File: src/rtl/ysyx_dispatch_queue_pkg.sv
// Shared types and size defaults for the IDU -> RS/ROB dispatch queue.
// YSYX_ISSUE_W and YSYX_DISPQ_SIZE may be overridden on the command line.
`ifndef YSYX_ISSUE_W
`define YSYX_ISSUE_W 2
`endif
`ifndef YSYX_DISPQ_SIZE
`define YSYX_DISPQ_SIZE 8
`endif

package ysyx_dispatch_queue_pkg;

    localparam int ISSUE_W    = `YSYX_ISSUE_W;
    localparam int DISPQ_SIZE = `YSYX_DISPQ_SIZE;

    // Queue pointer type for the default queue size
    typedef logic [$clog2(DISPQ_SIZE)-1:0] dispq_ptr_t;

    // Flattened idu pipe fields carried through the queue as an opaque payload
    typedef struct packed {
        logic [63:0] pc;
        logic [31:0] inst;
        logic [63:0] imm;
        logic [4:0]  rd;
        logic [4:0]  rs1;
        logic [4:0]  rs2;
        logic [3:0]  fu_type;
        logic [7:0]  fu_op;
        logic        rd_wen;
        logic        use_imm;
        logic        is_branch;
        logic        is_load;
        logic        is_store;
    } idu_uop_t;

    localparam int UOP_W = $bits(idu_uop_t);

endpackage

File: src/rtl/ysyx_prefix_popcnt.sv
// Counts the set lanes of a prefix mask and flags whether the mask is a
// legal contiguous prefix starting at lane 0.
module ysyx_prefix_popcnt #(
    parameter int WIDTH = 2
) (
    input  logic [WIDTH-1:0]             i_mask,
    output logic [$clog2(WIDTH+1)-1:0]   o_cnt,
    output logic                         o_legal
);

    localparam int CNT_W = $clog2(WIDTH + 1);

    // Sum the set lanes
    always_comb begin
        o_cnt = '0;
        for (int i = 0; i < WIDTH; i++) begin
            o_cnt = o_cnt + CNT_W'(i_mask[i]);
        end
    end

    // A prefix mask plus one clears every set bit (all-ones wraps to zero)
    assign o_legal = ((i_mask & (i_mask + WIDTH'(1))) == '0);

endmodule

File: src/rtl/ysyx_dispatch_queue.sv
// WIDTH-wide, DEPTH-deep in-order dispatch queue between IDU decode and
// RS/ROB allocation. Optional macro YSYX_DISPQ_BYPASS_EN lets an empty
// queue present incoming uops on the output in the same cycle.
module ysyx_dispatch_queue
    import ysyx_dispatch_queue_pkg::*;
#(
    parameter int WIDTH     = ISSUE_W,
    parameter int DEPTH     = DISPQ_SIZE,
    parameter int PAYLOAD_W = UOP_W
) (
    input  logic                         clock,
    input  logic                         reset,
    input  logic                         flush,
    input  logic [WIDTH-1:0]             in_valid,
    input  logic [WIDTH*PAYLOAD_W-1:0]   in_payload,
    output logic                         in_ready,
    output logic [WIDTH-1:0]             out_valid,
    output logic [WIDTH*PAYLOAD_W-1:0]   out_payload,
    input  logic [WIDTH-1:0]             out_ready,
    output logic [$clog2(DEPTH):0]       count
);

    localparam int PTR_W = $clog2(DEPTH);
    localparam int CNT_W = PTR_W + 1;
    localparam int PC_W  = $clog2(WIDTH + 1);

    logic [PTR_W-1:0]           r_head;
    logic [PTR_W-1:0]           r_tail;
    logic [CNT_W-1:0]           r_count;
    logic [PAYLOAD_W-1:0]       r_mem [DEPTH];

    logic                       w_in_ready;
    logic [WIDTH-1:0]           w_out_valid;
    logic [WIDTH-1:0]           w_acc_mask;
    logic [PC_W-1:0]            w_in_cnt;
    logic [PC_W-1:0]            w_acc_cnt;
    logic                       w_in_legal;
    logic                       w_acc_legal;
    logic                       w_bypass;
    logic [CNT_W-1:0]           w_push_n;
    logic [CNT_W-1:0]           w_pop_n;
    logic [CNT_W-1:0]           w_skip_n;
    logic [CNT_W-1:0]           w_store_n;
    logic [CNT_W-1:0]           w_release_n;
    logic [WIDTH*PAYLOAD_W-1:0] w_wr_data;

    // Room for a whole group is decided from registered occupancy only
    assign w_in_ready = !reset && !flush
                        && ((CNT_W'(DEPTH) - r_count) >= CNT_W'(WIDTH));

`ifdef YSYX_DISPQ_BYPASS_EN
    assign w_bypass = (r_count == '0) && !reset && !flush;
`else
    assign w_bypass = 1'b0;
`endif

    // Lane i shows the (i+1)-th oldest entry, or incoming lanes when bypassing
    always_comb begin
        w_out_valid = '0;
        for (int i = 0; i < WIDTH; i++) begin
            w_out_valid[i] = !reset && !flush && (r_count > CNT_W'(i));
        end
`ifdef YSYX_DISPQ_BYPASS_EN
        if (w_bypass) begin
            w_out_valid = in_valid;
        end
`endif
    end

    // Read the oldest WIDTH entries starting at head, wrapping naturally
    always_comb begin
        out_payload = '0;
        for (int i = 0; i < WIDTH; i++) begin
            out_payload[i*PAYLOAD_W +: PAYLOAD_W] = r_mem[r_head + PTR_W'(i)];
        end
`ifdef YSYX_DISPQ_BYPASS_EN
        if (w_bypass) begin
            out_payload = in_payload;
        end
`endif
    end

    assign w_acc_mask = w_out_valid & out_ready;

    ysyx_prefix_popcnt #(.WIDTH(WIDTH)) u_push_cnt (
        .i_mask  (in_valid),
        .o_cnt   (w_in_cnt),
        .o_legal (w_in_legal)
    );

    ysyx_prefix_popcnt #(.WIDTH(WIDTH)) u_pop_cnt (
        .i_mask  (w_acc_mask),
        .o_cnt   (w_acc_cnt),
        .o_legal (w_acc_legal)
    );

    // Lanes consumed straight from the input are skipped when writing storage,
    // and then nothing leaves storage itself that cycle
    assign w_push_n    = w_in_ready ? CNT_W'(w_in_cnt) : '0;
    assign w_pop_n     = CNT_W'(w_acc_cnt);
    assign w_skip_n    = w_bypass ? w_pop_n : '0;
    assign w_store_n   = w_push_n - w_skip_n;
    assign w_release_n = w_bypass ? '0 : w_pop_n;
    assign w_wr_data   = in_payload >> (w_skip_n * PAYLOAD_W);

    assign in_ready  = w_in_ready;
    assign out_valid = w_out_valid;
    assign count     = r_count;

    // Pointer and occupancy update; flush empties the queue like reset
    always_ff @(posedge clock) begin
        if (reset || flush) begin
            r_head  <= '0;
            r_tail  <= '0;
            r_count <= '0;
        end else begin
            r_head  <= r_head + PTR_W'(w_release_n);
            r_tail  <= r_tail + PTR_W'(w_store_n);
            r_count <= r_count + w_store_n - w_release_n;
        end
    end

    // Storage write of the accepted lanes at tail onward; data is never reset
    always_ff @(posedge clock) begin
        for (int i = 0; i < WIDTH; i++) begin
            if (CNT_W'(i) < w_store_n) begin
                r_mem[r_tail + PTR_W'(i)] <= w_wr_data[i*PAYLOAD_W +: PAYLOAD_W];
            end
        end
    end

    // Flag handshake misuse by either neighbour
    always_ff @(posedge clock) begin
        if (!reset) begin
            assert (w_in_legal);
            assert (w_acc_legal);
            assert (flush || w_in_ready || (in_valid == '0));
        end
    end

endmodule

File: config.mk
export PLATFORM = sky130hd
export DESIGN_NAME = ysyx_dispatch_queue
export DESIGN_NICKNAME = d
export VERILOG_FILES = /design/src/rtl/ysyx_dispatch_queue_pkg.sv /design/src/rtl/ysyx_prefix_popcnt.sv /design/src/rtl/ysyx_dispatch_queue.sv
export SDC_FILE = /design/constraint.sdc
export NUM_CORES = 2
export LEC_CHECK = 0
export CORE_UTILIZATION = 59
export DETAILED_ROUTE_END_ITERATION = 8
export HOLD_SLACK_MARGIN = 0.06
export PLACE_DENSITY = 0.81
export SLEW_MARGIN = 20
export SYNTH_ARGS = -nofsm -noshare
export SYNTH_HDL_FRONTEND = slang
export SYNTH_HIERARCHICAL = 1
export SYNTH_SLANG_ARGS = --single-unit
File: constraint.sdc
create_clock -name clock -period 32.1 [get_ports clock]
set_input_delay 9.63 -clock clock [delete_from_list [all_inputs] [get_ports clock]]
set_output_delay 9.63 -clock clock [all_outputs]
set_load 0.1 [all_outputs]
# --- Yosys cells after proc, flatten, opt, wreduce, memory -nomap -nowiden ---
# Memories as Yosys holds them, arrays and structs flattened. A register that Yosys moved wholly into a read port is not among the register bits.
# Index checks and enable logic that the tools add are counted.
classes:
  addsub: 9
  n_mul: 0
  div_mod_pow: 0
  order_cmp: 5
  eq_ne: 0
  n_shift: 0
  n_mux: 6
  bitwise_logic: 1
  n_reduce_logical: 7
op_table:
  columns: ["op", "count"]
  rows:
  - ["$gt 4x1->1 const B", 2]
  - ["$add 3x1->3 const B", 2]
  - ["$add 3x2->3", 2]
  - ["$add 1x1->2", 2]
  - ["$add 4x2->4", 1]
  - ["$ge 4x2->1 const B", 1]
  - ["$logic_and 1x1->1", 4]
  - ["$lt 1x2->1 const A", 2]
  - ["$mux 1", 4]
  - ["$sub 4x2->4", 1]
  - ["$sub 4x4->4 const A", 1]
  - ["$mux 3", 1]
  - ["$and 2x2->2", 1]
  - ["$logic_not 1->1", 2]
  - ["$mux 2", 1]
  - ["$logic_or 1x1->1", 1]
word_totals:
  ff_bits: 10
  latch_bits: 0
  ram_bits: 1536
  mem_bits_ro: 0
  output_inout_bits: 391
  n_memories: 1
mem_list:
  columns: ["name", "words", "word_bits", "rd", "rd_clocked_by_memory_dff", "wr", "line", "text"]
  rows:
  - ["r_mem", 8, 192, 2, 1, 2, "ysyx_dispatch_queue.sv:30", "logic [PAYLOAD_W-1:0] r_mem [DEPTH];"]

# --- Logic depth before layout (Yosys ltp) ---
depth:
  word_depth: 7
  ltp_mapped: 15
  depth_no_buf: 14

# --- By module ---
# The synthesis kept the hierarchy.
by_module_without_submodules:
  columns: ["mod", "instances", "cells_per_inst", "area_each_um2", "seq_area_each_um2"]
  rows:
  - ["ysyx_dispatch_queue", 1, 4716, 89648.5, 46324.4]
  - ["ysyx_prefix_popcnt", 2, 5, 36.3, 0.0]

# --- Worst setup path after synthesis ---
# OpenSTA, ideal clock, no wires.
synth_path:
  kind: "input to register"
  from: "input in_valid[0]"
  to: "memory r_mem[6][0] (netlist bit) (enable)"
  setup_ns: 1.023
  arrival_time_ns: 24.381
  setup_slack_ns: 6.696
  cell_stages: 6
  cell_sequence: "inv_1 ha_1 inv_1 o21ai_0 or2_2 o31ai_1"
synth_lines:
  columns: ["element", "line", "text"]
  rows:
  - ["start: declaration", "ysyx_dispatch_queue.sv:14", "input logic [WIDTH-1:0] in_valid,"]
  - ["end: declaration", "ysyx_dispatch_queue.sv:30", null]

# --- Worst setup path after layout ---
layout_path:
  from: "input flush"
  to: "output out_valid[1]"
layout_between:
  elab_chain_cells: 3
layout_rtl:
  columns: ["element", "line", "text"]
  rows:
  - ["start: declaration", "ysyx_dispatch_queue.sv:13", "input logic flush,"]
  - ["$logic_not 1->1", "ysyx_dispatch_queue.sv:61", "w_out_valid[i] = !reset && !flush && (r_count > CNT_W'(i));"]
  - ["$logic_and 1x1->1 (2 in series)", "ysyx_dispatch_queue.sv:61", null]
  - ["end: declaration", "ysyx_dispatch_queue.sv:17", "output logic [WIDTH-1:0] out_valid,"]
# No other way between the ends.

==> impl_metrics.ini <==
[outcome]
status = completed

[placed_design]
dpl.hpwl_um = 139000
place_congestion = 0.813
numPortBuffers = 781
dpl_cell_area_um2 = 98700
placedCellCount = 7210

[sta]
setup_tns_ns = 0
setup-violations-final = 0
finalCritPeriodShare_pct = 67.4
worstMarginPinSlew_ns = 1.21
min_period_ns = 21.62
maxSlewHeadroom_pct = 19.2
fmax_mhz = 46.2
slew_viol_final = 0
finClkSkew_ns = 0.0213
timing.final.hold_violations = 0
rsz0062_at_grt = no

[finish]
nets = 5776
drive_gt1_share_pct = 53.5
fin_cells = 7563
area_growth_pct = 15.9
fin_area_um2 = 104000
fillerInstances = 9719

[critical_path]
crit_required_ns = 22.47
path_max_fanout = 9
cp.arrival_ns = 11.99
start_kind = primary input
worst_setup_path_end_kind = output port
path_class = primary input to output port

[global_route]
grt_pass1_wl_um = 360000
overflow = 0
grt_usage_pct = 32.3
grt_max_degree = 145
antenna_found_initial = 87
first_global_vias = 53800

[floorplanning]
core-area_um2 = 150000
initial_utilization_pct = 59.7
die-area_um2 = 154000
die_x_um = 392
rows = 142
die_h_um = 392
ioPinCount = 782

[clock_tree]
clk_latency_ns = 0.81
cts_root_buf = clkbuf_16
cts.sinks = 1546
postCtsSetupRepairBufs = 0
ctsResizeCount = 0
cts_made_buffers = 168
cts_tree = yes
hold_buffers = 0
cts_buffer_depth = 3
clk_pin_slew_worst_paths_ns = 0.06
cts_max_level = 4

[detailed_routing]
dr.first_iter.drc_count = 4669
wirelength_um = 250000
wirelength_met1_um = 93500
wl_per_cell_um = 33.1
route.detailed.drc = 0
vias = 51700
dr_wl_met2_um = 122000
wl_met3_um = 22700
top_layer_used = met5
ant_nets = 0
drt-vias-per-instance = 6.84
first_pass_iters = 5

[worst_hold_path]
min_path_type = flip-flop to flip-flop

[logic_synthesis]
syn_nets = 5135
yosys_warnings = 6
syn_inst = 4724
syn_area_um2 = 89700
syn_area_per_cell_um2 = 19.0

[job]
max_cap_viol_count = 0

[pwr]
vdd_drop_max_mv = 0.0420
power_density_nw_per_um2 = 47.6
cellLeakagePower_uw = 0.0328
## per-stage QoR
stage	power, uW	worst slack (ns)	util, %	hold slack (ns)
2_1_floorplan	2880	6.70	-	0.545
3_3_place_gp	3110	10.52	65.7	0.612
3_5_place_dp	3120	10.53	65.7	0.602
4_1_cts	4960	10.52	69.1	0.620
5_1_grt	5070	10.39	69.2	0.684
6_report	4950	10.48	69.2	0.629
## metal layers
metal,track usage [%],vias to the layer above
met2,51.8,2490
met5,0,-
met3,7.88,498
met1,41.2,27400
li1,-,21300
met4,16.1,58
## area by class of cell
type                       count  area (um2)  area share, %
clock buffer                 211        4560           4.38
clock inverter                78         614          0.591
tap                         2016        2520           2.42
timing repair buffer         857        8640           8.30
antenna                       63         158          0.152
multi-input combinational   2774       41100           39.5
sequential                  1546       46300           44.5
inverter                      18        67.6         0.0650
## registers in the layout (all words and copies together), names as in the netlist
signal  count
count       4
r_mem    1536
r_head      3
r_tail      3
## path summary, 6_finish.rpt
kind              startpoint            to  slack [ns]  cells after the start
setup / recovery       flush  out_valid[1]       10.48                      4
hold / removal     r_tail[2]     r_tail[2]        0.63                      2
setup reg to reg    count[1]  r_mem[0][54]       26.15                     10
hold reg to reg    r_tail[2]     r_tail[2]        0.63                      2
## cells in the final DEF (no fill, tap or decap), drive strengths merged, types with 4 or more instances in the layout
master,instances
o21ai,6
nor2,8
ha,16
diode,63
xnor2,6
edfxtp,1536
inv,21
fa,4
clkdlybuf4s50,770
bufinv,8
clkinv,62
buf,87
clkbuf,211
nor3,5
and2,8
mux2,1920
clkinvlp,5
dfxtp,10
mux4,768
o211ai,5
## where the power goes
group	switching, uW	total [uW]	internal, uW
clock	801	1860	1060
combinational	514	812	298
sequential	15.0	2270	2260
total	1330	4950	3620
## worst max-delay path, cell delays in order
cell	delay [ns]
clkdlybuf4s50_1	0.48
nor2_1	0.51
and2_1	0.24
clkdlybuf4s50_1	1.13
Power figures use the tool's default switching activity.
